`src/rtl/reg_nx1_mux.sv`:
```
// N:1 WIDTH-bit registered mux with valid/ready handshake and a 2-entry skid buffer.
// Optional sticky out-of-range select flag enabled by defining MUX_SELERR_EN.
module reg_nx1_mux #(
  parameter int WIDTH = 32,
  parameter int N     = 4,
  localparam int SEL_W = $clog2(N)
) (
  input  logic               clk,
  input  logic               rst,
  input  logic [N*WIDTH-1:0] in_data,
  input  logic [SEL_W-1:0]   sel,
  input  logic               in_valid,
  output logic               in_ready,
  output logic [WIDTH-1:0]   out_data,
  output logic [SEL_W-1:0]   out_sel,
  output logic               out_valid,
  input  logic               out_ready,
  output logic               sel_err
);

  // S_EMPTY: nothing held | S_ONE: output reg full | S_TWO: output reg and skid full
  typedef enum logic [1:0] {
    S_EMPTY = 2'd0,
    S_ONE   = 2'd1,
    S_TWO   = 2'd2
  } state_t;

  state_t             r_state;
  state_t             w_state_nxt;
  logic               r_in_ready;
  logic               r_out_valid;
  logic [WIDTH-1:0]   r_out_data;
  logic [SEL_W-1:0]   r_out_sel;
  logic [WIDTH-1:0]   r_skid_data;
  logic [SEL_W-1:0]   r_skid_sel;

  logic [WIDTH-1:0]   w_sel_data;
  logic               w_accept;
  logic               w_drain;
  logic               w_load_out_in;
  logic               w_load_out_skid;
  logic               w_load_skid;

  assign w_accept = in_valid & r_in_ready;
  assign w_drain  = r_out_valid & out_ready;

  // Unmatched select codes (only possible for non-power-of-2 N) yield all-zero data
  always_comb begin
    w_sel_data = '0;
    for (int k = 0; k < N; k++) begin
      if (sel == SEL_W'(k)) w_sel_data = in_data[k*WIDTH +: WIDTH];
    end
  end

  always_ff @(posedge clk) begin
    if (rst) begin
      r_state     <= S_EMPTY;
      r_in_ready  <= 1'b1;
      r_out_valid <= 1'b0;
    end else begin
      r_state     <= w_state_nxt;
      r_in_ready  <= (w_state_nxt != S_TWO);
      r_out_valid <= (w_state_nxt != S_EMPTY);
    end
  end

  always_comb begin
    w_state_nxt = r_state;
    case (r_state)
      S_EMPTY: if (w_accept) w_state_nxt = S_ONE;
      S_ONE: begin
        if (w_accept && !w_drain)      w_state_nxt = S_TWO;
        else if (!w_accept && w_drain) w_state_nxt = S_EMPTY;
      end
      S_TWO:   if (w_drain) w_state_nxt = S_ONE;
      default: w_state_nxt = S_EMPTY;
    endcase
  end

  always_comb begin
    w_load_out_in   = 1'b0;
    w_load_out_skid = 1'b0;
    w_load_skid     = 1'b0;
    case (r_state)
      S_EMPTY: w_load_out_in = w_accept;
      S_ONE: begin
        w_load_out_in = w_accept & w_drain;
        w_load_skid   = w_accept & ~w_drain;
      end
      S_TWO:   w_load_out_skid = w_drain;
      default: ;
    endcase
  end

  always_ff @(posedge clk) begin
    if (rst) begin
      r_out_data  <= '0;
      r_out_sel   <= '0;
      r_skid_data <= '0;
      r_skid_sel  <= '0;
    end else begin
      if (w_load_out_in) begin
        r_out_data <= w_sel_data;
        r_out_sel  <= sel;
      end else if (w_load_out_skid) begin
        r_out_data <= r_skid_data;
        r_out_sel  <= r_skid_sel;
      end
      if (w_load_skid) begin
        r_skid_data <= w_sel_data;
        r_skid_sel  <= sel;
      end else if (w_load_out_skid) begin
        r_skid_data <= '0;
        r_skid_sel  <= '0;
      end
    end
  end

`ifdef MUX_SELERR_EN
  logic w_sel_hit;
  logic r_sel_err;

  always_comb begin
    w_sel_hit = 1'b0;
    for (int k = 0; k < N; k++) begin
      if (sel == SEL_W'(k)) w_sel_hit = 1'b1;
    end
  end

  always_ff @(posedge clk) begin
    if (rst)                       r_sel_err <= 1'b0;
    else if (w_accept && !w_sel_hit) r_sel_err <= 1'b1;
  end

  assign sel_err = r_sel_err;
`else
  assign sel_err = 1'b0;
`endif

  assign in_ready  = r_in_ready;
  assign out_valid = r_out_valid;
  assign out_data  = r_out_data;
  assign out_sel   = r_out_sel;

endmodule
```
`config.mk`:
```
export PLATFORM = sky130hd
export DESIGN_NAME = reg_nx1_mux
export DESIGN_NICKNAME = d
export VERILOG_FILES = /design/src/rtl/reg_nx1_mux.sv
export SDC_FILE = /design/constraint.sdc
export NUM_CORES = 1
export LEC_CHECK = 0
export ABC_AREA = 1
export ABC_CLOCK_PERIOD_IN_PS = 1500
export CAP_MARGIN = 5
export CORE_MARGIN = 8
export CORE_UTILIZATION = 35
export CTS_CLUSTER_DIAMETER = 200
export CTS_CLUSTER_SIZE = 10
export DETAILED_ROUTE_END_ITERATION = 7
export GPL_TIMING_DRIVEN = 1
export PLACE_DENSITY = 0.68
export SLEW_MARGIN = 20
export SYNTH_ARGS = -nofsm -noshare
export SYNTH_HDL_FRONTEND = slang
export SYNTH_SLANG_ARGS = --single-unit
```
`constraint.sdc`:
```
create_clock -name clk -period 1.5 [get_ports clk]
set_input_delay 0.15 -clock clk [delete_from_list [all_inputs] [get_ports clk]]
set_output_delay 0.15 -clock clk [all_outputs]
set_load 0.01 [all_outputs]
```
==> impl_metrics.tcl, run 1 <==
set metrics [dict create \
    fin_tns_setup_ps 0 \
    fin_crit_sh 0.948 \
    ir_worst_vdd_uv 628 \
    p_int_mw 4.44 \
    clockRootBuffer "clkbuf_16" \
    crit_path_end_kind "output pin" \
    worstReg2RegStart "in_ready" \
    yosys_register_bits 72 \
    grt_max_degree 38 \
    cts_buffers 9 \
    yosysTopAreaCell "dfxtp_1" \
    grt_first_pass_wirelength_um 23600 \
    powerDensity_nw_per_um2 966 \
    worst-path-max-fanout 2 \
    syn_inst 605 \
    routabilityCongestion 0.836 \
    crit_slowest_cell "clkdlybuf4s50_1" \
    ios 171 \
    post-dp-hpwl_um 11500 \
    rsz0062_at_grt "no" \
    synthToLayoutAreaGrowth_pct 57.1 \
    period_minus_slack_ps 1420 \
    gr-total-overflow 0 \
    min_path_type "primary input to register" \
    clkTransAtPathRegs_ps 60 \
    netlist_area_um2 4000 \
    drv_cap 0 \
    holdPathEnd "out_data[0]" \
    first_pass_iters 5 \
    yosysWarnings 0 \
    p_sw_mw 1.63 \
    crit_required_ps 1350 \
    initial_core_util 0.355 \
    hold_start "rst" \
    fin_nets 895 \
    htree_levels 3 \
    seq_area_um2 1440 \
    synth_area_leaders "dfxtp_1 (36%), nand3_1 (21%), nand2_1 (10%), a21oi_1 (8.5%), o21ai_0 (6.1%)" \
    synth_edf_count 0 \
    final_util 0.557 \
    dieArea_um2 15100 \
    fmax_mhz 703 \
    cpLargestDelayFamily "buffers and inverters" \
    synth_common_cells "nand3_1 (167), nand2_1 (110), dfxtp_1 (72), a21oi_1 (68), o21ai_0 (49)" \
    r2r_slack_ps 160 \
    p_leak_nw 2.38 \
    power.share.clock 0.379 \
    cts_setup_buffers 0 \
    start_kind "register" \
    avgSynthCellArea_um2 6.61 \
    syn_nets 739 \
    wl_um 15500 \
    initialDrtViolationCount 393 \
    finClkSkew_ps 6.96 \
    combPwrFrac 0.265 \
    fillerInstances 1080 \
    drc 0 \
    detail-route-antenna-nets 0 \
    hold_ws_ps 245 \
    routedWlPerCell_um 17.1 \
    switching_share 0.269 \
    io_buffers 169 \
    drive_above_1_share 0.0692 \
    core_area_um2 11300 \
    p_seq_frac 0.356 \
    yosysSeqAreaShare 0.360 \
    worst-path-buf-inv 1 \
    grt_use_total 0.197 \
    yosysMostFrequentCell "nand3_1" \
    cp.arrival_ps 1270 \
    ff2ff_path_depth 7 \
    path_cells "clkdlybuf4s50_1" \
    rr_endpoint "out_data[18]" \
    synth-main-ff-cell "dfxtp_1" \
    synth_cell_types 19 \
    vias 4817 \
    die-width_um 123 \
    setup_viol 0 \
    insertion_delay_ps 330 \
    slowest_delay_ps 570 \
    synthArstFlopShare 0 \
    slew_violations 0 \
    clockBufferDepth 2 \
    core.rowCount 39 \
    die-height_um 123 \
    cts_num_sinks 72 \
    multi_input_comb_area_um2 2280 \
    path_class "register to output pin" \
    tritoncts "built" \
    synth_top_area_share 0.360 \
    outcome "complete, no violations" \
    hold_violations 0 \
    viasPerCell 5.29 \
    holdPathStages 4 \
    antenna_found_initial 1 \
    grt_pass1_vias 4696 \
]
-- cell families after synthesis --
logic type / share of synthesized area
buffers and inverters: 0.0723
other: 0.000937
AO/OA/AOI/OAI: 0.148
AND/OR/NAND/NOR: 0.419
flip-flops: 0.360
-- cells in the final DEF, fill, tap and decap left out --
cell and count:
clkbuf_16 9, nand2_2 3, clkbuf_8 1, a21oi_1 68, buf_12 9, or2_2 2
inv_6 1, dfxtp_1 72, inv_1 10, buf_2 2, or2_0 6, clkdlybuf4s50_1 167
nand2_1 107, nor2_4 1, nor2_2 2, o21ai_1 1, nor2_1 20, conb_1 1
nand3b_1 18, clkinvlp_4 1, diode_2 1, o21ai_0 49, clkinv_1 1, bufinv_16 2
or2_1 24, buf_4 20, nand3_1 167, clkbuf_1 2
-- per-layer routing --
metal	part of all wire	vias up	wire length, µm	track usage
met5	0	-	0	0
met1	0.40	2235	6200	0.221
li1	-	2380	-	-
met4	0.018	0	275	0.0701
met2	0.51	185	7880	0.354
met3	0.076	17	1180	0.0498
-- sequential cells by signal, indices dropped and copies added, names as in the netlist --
| register | flops |
|---|---|
| out_data | 32 |
| r_skid_data | 32 |
| out_sel | 2 |
| r_skid_sel | 2 |
| r_state | 2 |
| in_ready | 1 |
| out_valid | 1 |
-- layout make-up --
cell class / count / area share
clock inverters: 4 / 0.0121
flip-flops and latches: 72 / 0.229
inverters: 11 / 0.00657
multi-input cells: 469 / 0.364
diodes: 1 / 0.000398
well taps: 143 / 0.0285
repair buffers: 198 / 0.320
clock buffers: 12 / 0.0392
-- through the flow --
step / area, µm² / cells / total power [mW] / setup slack (ps)
6_report: 6280 / 910 / 6.07 / 77.7
5_1_grt: 6280 / 910 / 6.36 / 25.1
4_1_cts: 6280 / 909 / 6.10 / 52.0
3_5_place_dp: 5950 / 893 / 3.80 / -187
3_3_place_gp: 5950 / 893 / 3.77 / -141
2_1_floorplan: 4000 / 605 / 2.94 / 215
-- power by group through the flow --
stage | registers, mW | clock network (mW) | logic (mW)
CTS | 2.16 | 2.33 | 1.61
global placement | 2.20 | 0 | 1.57
floorplan | 2.24 | 0 | 0.703
global route | 2.18 | 2.43 | 1.75
detailed placement | 2.20 | 0 | 1.60
finish | 2.16 | 2.30 | 1.61
-- timing repair --
| item | in CTS | in global routing |
|---|---|---|
| hold buffers | 0 | 0 |
| endpoints found under the setup margin | 0 | 19 |
| gates resized for setup | 0 | 2 |
-- worst max-delay path by stage --
stage,depth (start not counted),endpoint,slack (ps),from
after floorplan,7,out_data[17],210,out_valid
after global placement,8,out_data[6],-140,sel[0]
after detailed placement,8,out_data[6],-190,sel[0]
after CTS,1,out_data[19],50,out_data[19]
after global routing,7,out_data[18],30,in_ready
final,1,out_data[19],80,out_data[19]
Note: power is estimated with default switching activity, not from simulation.
==> run 2, diff against run 1 <==
- CORE_MARGIN: 8 -> 1
==> run 2 against run 1 <==
Sequential power about the same. Fmax up 0.59%. Non-clock buffer count up 3. Design area about the same. Total power down 1.8%. First-iteration DRC count down 45%. Utilization up 1.4 points. Sequential cell count unchanged. Clock-buffer cell count unchanged. Global-route usage up 4.4 points. Register-to-register slack worse by 20 ps. Critical path depth unchanged. Critical path type unchanged. Critical endpoint is now out_data[9]. Largest power group unchanged. Highest routed layer unchanged.
==> impl_metrics.tcl, run 2 (synthesis results as in run 1) <==
set metrics [dict create \
    min_path_type "primary input to register" \
    finClkSkew_ps 6.46 \
    p_leak_nw 2.39 \
    tritoncts "built" \
    core.rowCount 38 \
    initial_core_util 0.364 \
    ir_worst_vdd_uv 614 \
    slew_violations 0 \
    ios 171 \
    fin_nets 898 \
    ctsHoldBuffers 0 \
    insertion_delay_ps 330 \
    setup_viol 0 \
    crit_slowest_cell "clkdlybuf4s50_1" \
    powerDensity_nw_per_um2 949 \
    routabilityCongestion 0.842 \
    p_sw_mw 1.64 \
    clockBufferDepth 2 \
    cts_resized 0 \
    worst-path-max-fanout 2 \
    crit_path_end_kind "output pin" \
    fmax_mhz 707 \
    wl_um 14200 \
    detail-route-antenna-nets 0 \
    cts_buffers 9 \
    placed_cells 893 \
    initialDrtViolationCount 217 \
    routedWlPerCell_um 15.6 \
    fin_crit_sh 0.943 \
    p_int_mw 4.32 \
    outcome "complete, no violations" \
    p_seq_frac 0.363 \
    die-height_um 109 \
    cpLargestDelayFamily "buffers and inverters" \
    switching_share 0.275 \
    period_minus_slack_ps 1410 \
    drc 0 \
    pre_cts_ws_ps -158 \
    post_dp_cell_area_um2 5970 \
    cp.arrival_ps 1260 \
    vias 4795 \
    combPwrFrac 0.270 \
    grt_max_degree 41 \
    viasPerCell 5.28 \
    grt_first_pass_wirelength_um 22200 \
    cts_num_sinks 72 \
    power.share.clock 0.366 \
    first_pass_iters 5 \
    rsz0062_at_grt "no" \
    worst-path-buf-inv 1 \
    diodes 0 \
    core_area_um2 11000 \
    grt_pass1_vias 4609 \
    path_cells "clkdlybuf4s50_1" \
    io_buffers 169 \
    drive_above_1_share 0.0715 \
    post-dp-hpwl_um 10300 \
    drv_cap 0 \
    power_mw 5.96 \
    layout_common_cells "nand3_1 (167), clkdlybuf4s50_1 (167), nand2_1 (108), dfxtp_1 (72), a21oi_1 (68)" \
    gr-total-overflow 0 \
    crit_required_ps 1350 \
    fillerInstances 1054 \
    start_kind "register" \
    finalWorstSetupSlack_ps 86.1 \
    htree_levels 3 \
    clockRootBuffer "clkbuf_16" \
    die-width_um 109 \
    cts_setup_buffers 0 \
    synthToLayoutAreaGrowth_pct 57.0 \
    dieArea_um2 11900 \
    path_class "register to output pin" \
    slowest_delay_ps 560 \
    hold_violations 0 \
    antenna_found_initial 0 \
    final_cells 909 \
    grt_use_total 0.241 \
    final_area_um2 6280 \
    clkTransAtPathRegs_ps 60 \
]
-- run 2: changes by cell type in the layout (fill, tap and decap cells not counted) --
cell,delta
bufinv_16,-1
diode_2,-1
nand2_1,+1
nand2_2,-1
clkinv_2,+1
clkbuf_1,-1
buf_4,+3
nor2_2,-1
clkbuf_8,+1
nor2_1,+1
-- run 2: path summary, 6_finish.rpt --
path / from / to / slack (ps) / cells after the start
min: rst / out_data[13] / 360 / 4
min reg2reg: r_skid_data[31] / r_skid_data[31] / 480 / 2
max: out_data[9] / out_data[9] / 90 / 1
max reg2reg: out_valid / r_skid_data[26] / 140 / 7
-- run 2: cell type report --
cell class              count  area (µm²)  area share
clock buffers              12         256      0.0408
clock inverters             4        51.3     0.00817
inverters                  11        41.3     0.00658
multi-input cells         469        2280       0.363
flip-flops and latches     72        1440       0.230
well taps                 140         175      0.0279
repair buffers            201        2030       0.324
-- run 2: power by group through the flow --
stage	registers, mW	logic (mW)	clock network [mW]
after detailed placement	2.21	1.61	0
after CTS	2.17	1.62	2.21
after floorplan	2.24	0.703	0
final	2.17	1.61	2.18
after global placement	2.20	1.58	0
after global routing	2.18	1.77	2.31
-- run 2: per-layer routing --
layer  wire length [µm]  track usage  vias to the layer above
met5                  0            0                        -
met4                208       0.0753                        0
met3               1100       0.0550                       16
met2               6860        0.409                      185
met1               6050        0.302                     2213
li1                   -            -                     2381
-- run 2: metrics by stage --
step	TNS, ps	utilization	hold slack [ps]
final	0	0.572	364
after global routing	0	0.572	395
after CTS	0	0.572	357
after detailed placement	-6260	0.544	469
after global placement	-4730	0.544	465
after floorplan	0	-	398
